$ cat src/rtl/cpu_pkg.sv
`default_nettype none
// ============================================================================
// Module : cpu_pkg
// Brief  : Instruction field positions, FSM state type, jump-condition helper
// Rev    : 1.0
// ============================================================================
package cpu_pkg;

  localparam int C_BIT_CI  = 15;
  localparam int C_BIT_A   = 12;
  localparam int C_BIT_ZX  = 11;
  localparam int C_BIT_NX  = 10;
  localparam int C_BIT_ZY  = 9;
  localparam int C_BIT_NY  = 8;
  localparam int C_BIT_F   = 7;
  localparam int C_BIT_NO  = 6;
  localparam int C_BIT_DA  = 5;
  localparam int C_BIT_DD  = 4;
  localparam int C_BIT_DM  = 3;
  localparam int C_BIT_JLT = 2;
  localparam int C_BIT_JEQ = 1;
  localparam int C_BIT_JGT = 0;

  typedef enum logic [0:0] {
    S_EXEC   = 1'b0,
    S_MEM_RD = 1'b1
  } state_t;

  // j = {lt, eq, gt}; positive means neither zero nor negative
  function automatic logic jump_taken(input logic [2:0] j, input logic zr, input logic ng);
    return (j[2] & ng) | (j[1] & zr) | (j[0] & ~zr & ~ng);
  endfunction

endpackage
`default_nettype wire

$ cat src/rtl/hack_alu.sv
`default_nettype none
// ============================================================================
// Module : hack_alu
// Brief  : Combinational Hack ALU, DW bits wide, with zero/negative flags
// Rev    : 1.0
// ============================================================================
module hack_alu #(
  parameter int DW = 16
) (
  input  logic [DW-1:0] x,
  input  logic [DW-1:0] y,
  input  logic          zx,
  input  logic          nx,
  input  logic          zy,
  input  logic          ny,
  input  logic          f,
  input  logic          no,
  output logic [DW-1:0] out,
  output logic          zr,
  output logic          ng
);

  logic [DW-1:0] w_x0, w_x1, w_y0, w_y1, w_fn;

  assign w_x0 = zx ? '0 : x;
  assign w_x1 = nx ? ~w_x0 : w_x0;
  assign w_y0 = zy ? '0 : y;
  assign w_y1 = ny ? ~w_y0 : w_y0;
  assign w_fn = f ? (w_x1 + w_y1) : (w_x1 & w_y1);
  assign out  = no ? ~w_fn : w_fn;
  assign zr   = (out == '0);
  assign ng   = out[DW-1];

endmodule
`default_nettype wire

$ cat src/rtl/cpu_stall.sv
`default_nettype none
// ============================================================================
// Module : cpu_stall
// Brief  : Hack-style CPU core with fetch-valid and variable-latency M reads
// Rev    : 1.0
// ============================================================================
module cpu_stall
  import cpu_pkg::*;
#(
  parameter int DW = 16,
  parameter int AW = 15
) (
  input  logic          clk,
  input  logic          rst,
  input  logic [15:0]   instruction,
  input  logic          instr_valid,
  input  logic [DW-1:0] inM,
  input  logic          inM_valid,
  output logic [DW-1:0] outM,
  output logic          writeM,
  output logic          readM,
  output logic [AW-1:0] addressM,
  output logic [AW-1:0] pc,
  output logic          retire
);

  state_t        r_state, w_state_nxt;
  logic [DW-1:0] r_a, r_d;
  logic [AW-1:0] r_pc;

  logic          w_is_c, w_mread, w_commit, w_readm, w_jump, w_zr, w_ng;
  logic [DW-1:0] w_y, w_alu;
  logic          w_unused;

  assign w_is_c   = instruction[C_BIT_CI];
  assign w_mread  = w_is_c & instruction[C_BIT_A];
  assign w_y      = instruction[C_BIT_A] ? inM : r_a;
  // bits 14:13 of a C-instruction carry no meaning
  assign w_unused = ^instruction[14:13];

  hack_alu #(.DW(DW)) u_alu (
    .x   (r_d),
    .y   (w_y),
    .zx  (instruction[C_BIT_ZX]),
    .nx  (instruction[C_BIT_NX]),
    .zy  (instruction[C_BIT_ZY]),
    .ny  (instruction[C_BIT_NY]),
    .f   (instruction[C_BIT_F]),
    .no  (instruction[C_BIT_NO]),
    .out (w_alu),
    .zr  (w_zr),
    .ng  (w_ng)
  );

  assign w_jump = w_is_c & jump_taken(instruction[C_BIT_JLT:C_BIT_JGT], w_zr, w_ng);

  always_comb begin
    w_state_nxt = r_state;
    w_commit    = 1'b0;
    w_readm     = 1'b0;
    case (r_state)
      S_EXEC: begin
        if (instr_valid) begin
          if (w_mread) begin
            w_readm     = 1'b1;
            w_state_nxt = S_MEM_RD;
          end else begin
            w_commit = 1'b1;
          end
        end
      end
      S_MEM_RD: begin
        w_readm = 1'b1;
        if (inM_valid) begin
          w_commit    = 1'b1;
          w_state_nxt = S_EXEC;
        end
      end
      default: w_state_nxt = S_EXEC;
    endcase
    if (rst) begin
      w_commit = 1'b0;
      w_readm  = 1'b0;
    end
  end

  always_ff @(posedge clk) begin
    if (rst) begin
      r_state <= S_EXEC;
      r_a     <= '0;
      r_d     <= '0;
      r_pc    <= '0;
    end else begin
      r_state <= w_state_nxt;
      if (w_commit) begin
        if (!w_is_c) begin
          r_a  <= {{(DW-15){1'b0}}, instruction[14:0]};
          r_pc <= r_pc + 1'b1;
        end else begin
          if (instruction[C_BIT_DA]) r_a <= w_alu;
          if (instruction[C_BIT_DD]) r_d <= w_alu;
          // jump target is the A value from before this instruction
          r_pc <= w_jump ? r_a[AW-1:0] : r_pc + 1'b1;
        end
      end
    end
  end

  assign outM     = w_alu;
  assign writeM   = w_commit & w_is_c & instruction[C_BIT_DM];
  assign readM    = w_readm;
  assign addressM = r_a[AW-1:0];
  assign pc       = r_pc;
  assign retire   = w_commit;

endmodule
`default_nettype wire

$ cat config.mk
export PLATFORM = sky130hd
export DESIGN_NAME = cpu_stall
export DESIGN_NICKNAME = d
export VERILOG_FILES = /design/src/rtl/cpu_pkg.sv /design/src/rtl/hack_alu.sv /design/src/rtl/cpu_stall.sv
export SDC_FILE = /design/constraint.sdc
export NUM_CORES = 1
export LEC_CHECK = 0
export CAP_MARGIN = 10
export CORE_ASPECT_RATIO = 0.6
export CORE_MARGIN = 4
export CORE_UTILIZATION = 49
export CTS_CLUSTER_SIZE = 25
export DETAILED_ROUTE_END_ITERATION = 7
export GPL_TIMING_DRIVEN = 0
export PLACE_DENSITY = 0.78
export SLEW_MARGIN = 25
export SYNTH_ARGS = -nofsm -noshare
export SYNTH_HDL_FRONTEND = slang
export SYNTH_SLANG_ARGS = --single-unit
$ cat constraint.sdc
create_clock -name clk -period 5.25 [get_ports clk]
set_input_delay 1.05 -clock clk [delete_from_list [all_inputs] [get_ports clk]]
set_output_delay 1.05 -clock clk [all_outputs]
set_load 0.1 [all_outputs]
## Word level (Yosys, flattened, before mapping)

Index checks and enable logic that the tools add are counted.

| operators by class | value |
|---|---|
| $add $sub $neg | 2 |
| eq/ne operators | 1 |
| muxes and demuxes | 22 |
| bitwise gates (word level) | 17 |
| reductions and logical operators | 3 |

Operators with widths:

| kind | count |
|---|---|
| 16-bit 2-to-1 mux | 9 |
| 16-bit NOT | 3 |
| 15-bit 2-to-1 mux | 2 |
| 16-bit adder | 1 |
| 16-bit bitwise AND | 1 |
| 16-bit zero test | 1 |
| 15-bit by 1-bit adder with 15-bit output (second input constant) | 1 |
| 1-bit bitwise AND | 8 |
| 1-bit 2-to-1 mux | 8 |
| 1-bit case mux with 2 select lines | 3 |
| 1-bit NOT | 3 |
| 3-bit AND reduction | 1 |
| 2-bit != test (second input constant) | 1 |
| 1-bit OR | 2 |
| 2-bit AND reduction | 1 |

| word-level totals | value |
|---|---|
| register bits after elaboration | 48 |
| input bits | 36 |
| output and inout bits | 49 |
| logic and storage cells | 49 |

## Logic depth before layout (Yosys ltp)

Gate-level depths: netlist of run 1.

| logic depth | value |
|---|---|
| depth in word-level cells | 16 |
| gate-level depth with buffers | 19 |

## By module

Synthesis of run 1 repeated with hierarchy kept, for this count alone.

| second synthesis, totals | value |
|---|---|
| cells, all modules | 550 |
| area, all modules | 4644.5 µm² |

Modules (own cells, without submodules):

| module | instances | cells an instance | area each (µm²) | sequential area each (µm²) |
|---|---|---|---|---|
| cpu_stall | 1 | 307 | 2830.2 | 960.9 |
| hack_alu | 1 | 243 | 1814.2 | 0.0 |

## Worst setup path after synthesis of run 1

No wires, ideal clock.

| timing | value |
|---|---|
| kind | input port to flip-flop |
| start point | input instruction[12] |
| end point | register r_pc[1] (netlist: pc[1]) |
| data arrival time | 6.545 ns |
| setup slack | -1.383 ns |
| stages | 17 |
| cells stage by stage | clkbuf_1 > clkbuf_1 > mux2i_1 > nor2_1 > xor2_1 > ha_1 > buf_2 > nand4b_1 > a211oi_2 > o21a_1 > o311ai_1 > xnor2_1 > nor2_1 > a211o_1 > buf_2 > a31o_1 > a311oi_2 |

| between the ends | value |
|---|---|
| longest elaborated chain between the ends | 16 |
| elaborated cells between the ends (all ways) | 26 |
| those cells by class | add/sub: 1; mux: 11; bitwise: 13; reduce/logical: 1 |

RTL lines:

| item | line | text |
|---|---|---|
| from (decl) | cpu_stall.sv:15 | `input logic [15:0] instruction,` |
| 16-bit 2-to-1 mux (*) | cpu_stall.sv:37 | `assign w_y = instruction[C_BIT_A] ? inM : r_a;` |
| 16-bit 2-to-1 mux (*) | hack_alu.sv:27 | `assign w_y0 = zy ? '0 : y;` |
| 16-bit NOT | hack_alu.sv:28 | `assign w_y1 = ny ? ~w_y0 : w_y0;` |
| 16-bit 2-to-1 mux (*) | hack_alu.sv:28 |  |
| 16-bit adder or 16-bit bitwise AND (tied branches) | hack_alu.sv:29 | `assign w_fn = f ? (w_x1 + w_y1) : (w_x1 & w_y1);` |
| 16-bit 2-to-1 mux (*) | hack_alu.sv:29 |  |
| 16-bit NOT | hack_alu.sv:30 | `assign out = no ? ~w_fn : w_fn;` |
| 16-bit 2-to-1 mux (*) | hack_alu.sv:30 |  |
| net outM[13] | cpu_stall.sv:19 | `output logic [DW-1:0] outM,` |
| 16-bit zero test (*) | hack_alu.sv:31 | `assign zr = (out == '0);` |
| 1-bit NOT | cpu_pkg.sv:31 | `return (j[2] & ng) \| (j[1] & zr) \| (j[0] & ~zr & ~ng);` |
| 1-bit bitwise AND (2 in series) | cpu_pkg.sv:31 |  |
| 1-bit OR (*) | cpu_pkg.sv:31 |  |
| 1-bit bitwise AND (*) | cpu_stall.sv:55 | `assign w_jump = w_is_c & jump_taken(instruction[C_BIT_JLT:C_BIT_JGT], w_zr, w_ng);` |
| 15-bit 2-to-1 mux (*) | cpu_stall.sv:103 | `r_pc <= w_jump ? r_a[AW-1:0] : r_pc + 1'b1;` |
| 15-bit 2-to-1 mux (*) | cpu_stall.sv:96 | `if (!w_is_c) begin` |
| to (signal assigned) | cpu_stall.sv:98 | `r_pc <= r_pc + 1'b1;` |
| to (signal assigned) | cpu_stall.sv:103 |  |
| to (decl) | cpu_stall.sv:29 | `logic [AW-1:0] r_pc;` |

The timed path passes the listed nets; every way through them passes the cells marked *.
A chain may end at the register's enable or synchronous reset.

## Final worst setup path of run 1

| timing | value |
|---|---|
| start point | input inM[3] |
| end point | output outM[10] |

| between the ends | value |
|---|---|
| longest elaborated chain between the ends | 8 |

RTL lines:

| item | line | text |
|---|---|---|
| from (decl) | cpu_stall.sv:17 | `input logic [DW-1:0] inM,` |
| 16-bit 2-to-1 mux (*) | cpu_stall.sv:37 |  |
| 16-bit 2-to-1 mux (*) | hack_alu.sv:27 |  |
| 16-bit NOT | hack_alu.sv:28 |  |
| 16-bit 2-to-1 mux (*) | hack_alu.sv:28 |  |
| 16-bit adder (*) | hack_alu.sv:29 |  |
| 16-bit 2-to-1 mux (*) | hack_alu.sv:29 |  |
| 16-bit NOT | hack_alu.sv:30 |  |
| 16-bit 2-to-1 mux (*) | hack_alu.sv:30 |  |
| to (decl) | cpu_stall.sv:19 |  |

Mark *: on every way between the ends. The rest lies on a longest branch, timed or not.

==> results of run 1 <==
## cell type report
cell class                 count  area [sq um]  area share
tap                          130         162.7     0.02612
clock buffer                   5         125.1     0.02009
multi-input combinational    502          3646      0.5855
clock inverter                 1         30.03    0.004822
timing repair buffer          92         894.6      0.1437
inverter                       8         30.03    0.004822
buffer                        63         377.9     0.06068
sequential                    48         960.9      0.1543
## power by group through the flow
stage / clock network, mW / registers [mW] / logic, mW
after detailed placement: 0 / 0.410 / 0.963
after global routing: 0.378 / 0.405 / 1.12
after global placement: 0 / 0.409 / 0.948
after CTS: 0.360 / 0.402 / 0.994
after floorplan: 0 / 0.442 / 0.705
final: 0.364 / 0.403 / 1.06
## cells in the mapped netlist, drive strengths merged (5+ instances only)
cell	n	area (sq um)
inv	8	30.03
and3	9	56.30
mux2i	32	320.3
nand4b	17	155.1
clkbuf	32	120.1
dfxtp	48	960.9
nor3	9	45.04
a21oi	34	173.9
a32o	14	140.1
nor2	52	195.2
nand2b	22	137.6
nand2	101	379.1
a211oi	20	155.1
nand3	14	70.07
o21ai	7	35.03
nand4	5	31.28
a21o	6	45.04
xor2	17	148.9
a31oi	16	100.1
xnor2	29	261.5
or3	20	125.1
ha	17	212.7
buf	32	207.7
o211ai	6	45.04
## timing repair
item | CTS | global route
resized for setup | 89 | 45
setup endpoints to repair | 31 | 26
setup buffers | 5 | 11
pin swaps | 5 | 19
## metal layers
metal / share of wire / global-route usage / vias to the layer above
li1: - / - / 2428
met1: 0.45 / 0.4292 / 2504
met2: 0.42 / 0.3992 / 336
met3: 0.13 / 0.06780 / 19
met4: 0.0077 / 0.04015 / 0
met5: 0 / 0 / -
## sequential cells by signal, indices dropped and copies added (netlist names)
| signal | cells |
|---|---|
| r_state | 1 |
| r_a | 16 |
| r_d | 16 |
| pc | 15 |
## worst max-delay path: cells and delay by family
kind	cells	cell delay [ns]
xor+xnor	2	0.41
simple gates	2	0.66
mux	1	0.18
fa+ha+maj	1	0.34
buf+inv	2	0.62
compound gates	5	0.84
## how the worst max path moves through the flow
stage / end / slack (ns)
3_3_place_gp: outM[15] / -1.58
6_report: outM[10] / 0.08
2_1_floorplan: pc[1] / -0.03
4_1_cts: outM[15] / -0.06
5_1_grt: outM[10] / -0.03
3_5_place_dp: outM[15] / -1.61
## logic make-up (layout without fill, tap and decap cells)
family,count (synthesis),after routing,synth area share
buf+inv,72,169,0.07728
flops,48,48,0.2075
fa+ha+maj,18,18,0.05026
compound gates,133,133,0.2075
simple gates,273,273,0.2996
mux,32,32,0.06917
xor+xnor,46,46,0.08863
==> qor.csv, run 1 <==
metric,value,unit
status,completed,
synth warn,0,
# nets final,774,
cell mode on critical path,o211ai_1,
Clock Skews,0.005179,ns
Reg2Reg Depth,18,
Tmin final,5.169,ns
grt total ovfl,0,
worst hold-check path type,reg2reg,
Sw Share,0.4847,
WHS,0.4561,ns
core area,0.009189,sq mm
initial DRC count,641,
Synth-to-Final Area Change,34.48,%
post-synthesis sequential area ratio,0.2075,
design area,0.006227,sq mm
Worst Hold Path Cells,2,
hold buffers post-CTS,0,
final setup violation count,0,
vias,5287,
Die Footprint,0.01112,sq mm
WL per Instance,19.05,microns
setup TNS,0,ns
Mapped Cells,622,
DRC,0,
VDD IR max,0.2802,mV
max incr delay on CP,0.59,ns
Worst EP required,4.20,ns
Least-Margin Pin Slew,0.9815,ns
dpl cells,830,
Initial Util,0.5039,
"commonest non-fill, non-tap cell in the layout",nand2_1,
most frequent cells in the layout,"nand2_1, clkdlybuf4s50_1, nor2_1",
H-tree Lvls,2,
startpoint class of the critical path,input port,
Vias/cell,6.227,
fin cells,849,
Most used DFF post-synth,dfxtp_1,
syn avg cell area,7.445,sq um
Detail Route Antenna Nets,0,
DP Area,0.005703,sq mm
max cap viols,0,
RD Place Congestion,0.9479,
Worst EP arrival,4.12,ns
CP max stage cell,or4_4,
Rel. slew slack,0.3436,
R2R Setup Slk,0.84,ns
Pins Over Slew Limit,0,
Fmax,0.1935,GHz
"Reg clk slew, reported paths",0.07,ns
Clock Latency Late Sink,0.29,ns
Unique masters post-synth,66,
Pleak,2.349,nW
Pre-antenna DRT Iters,5,
pwr dens,294.0,mW/mm^2
CTS Buf Count,5,
Die H,83.30,microns
"Period Utilization, post-route",0.9846,
critical path class,in2out,
final core occ,0.6777,
setup ws final,0.08090,ns
crit path from,inM[3],
Routed WL,16.17,mm
Comb pwr share,0.581,
GRT Overall Usage,0.2794,
Port Buffers,78,
critical hold path startpoint,r_d[9],
initial antenna violation count,0,
"EDFF count, synth",0,
Mapped Area,0.004631,sq mm
r2r startpoint,r_a[0],
syn nets,676,
asr flop ratio synth,0,
worst r2r dst,pc[13],
number of fill cells,777,
worst-path fanout max,9,
DP Worst Slack,-1.606,ns
Int Power,0.9435,mW
Inserted Diodes,0,
RSZ-0062 raised after global routing,yes,
Pwr Total,1.831,mW
clock power share,0.199,
Clock Sinks,48,
HPWL Detailed,12.34,mm
critical-path cell list,"clkdlybuf4s50_1, mux2i_1, nor2_1, xor2_1, ha_4, o211ai_1, o211ai_1, a211oi_2, or4_4, o21ai_4, a21oi_4, xnor2_4, buf_12",
first-pass GRT wire length,25.47,mm
IO Pins,85,
Max Root-Sink Buffers,2,
Die X,133.5,microns
Seq pwr share,0.220,
num rows,27,
layout cells sized above 1,0.1697,
final hold vios,0,
vias in the first global route,4809,
CTS tree,built,
Psw,0.8874,mW
largest net degree at the start of global routing,14,
#FFs+latches synth,48,
Worst setup EP type,output port,
Clock Tree Root,clkbuf_16,
Min-Delay Endpoint,r_d[9],
(Power assumes the default switching activity.)
==> run 2, diff against run 1 <==
--- a/config.mk
+++ b/config.mk
@@ -5,6 +5,7 @@
 export SDC_FILE = /design/constraint.sdc
 export NUM_CORES = 1
 export LEC_CHECK = 0
+export ABC_AREA = 0
 export CAP_MARGIN = 10
 export CORE_ASPECT_RATIO = 0.6
 export CORE_MARGIN = 4
==> results of run 2 <==
No change in the layout: final DEF, timing and power equal those of run 1.
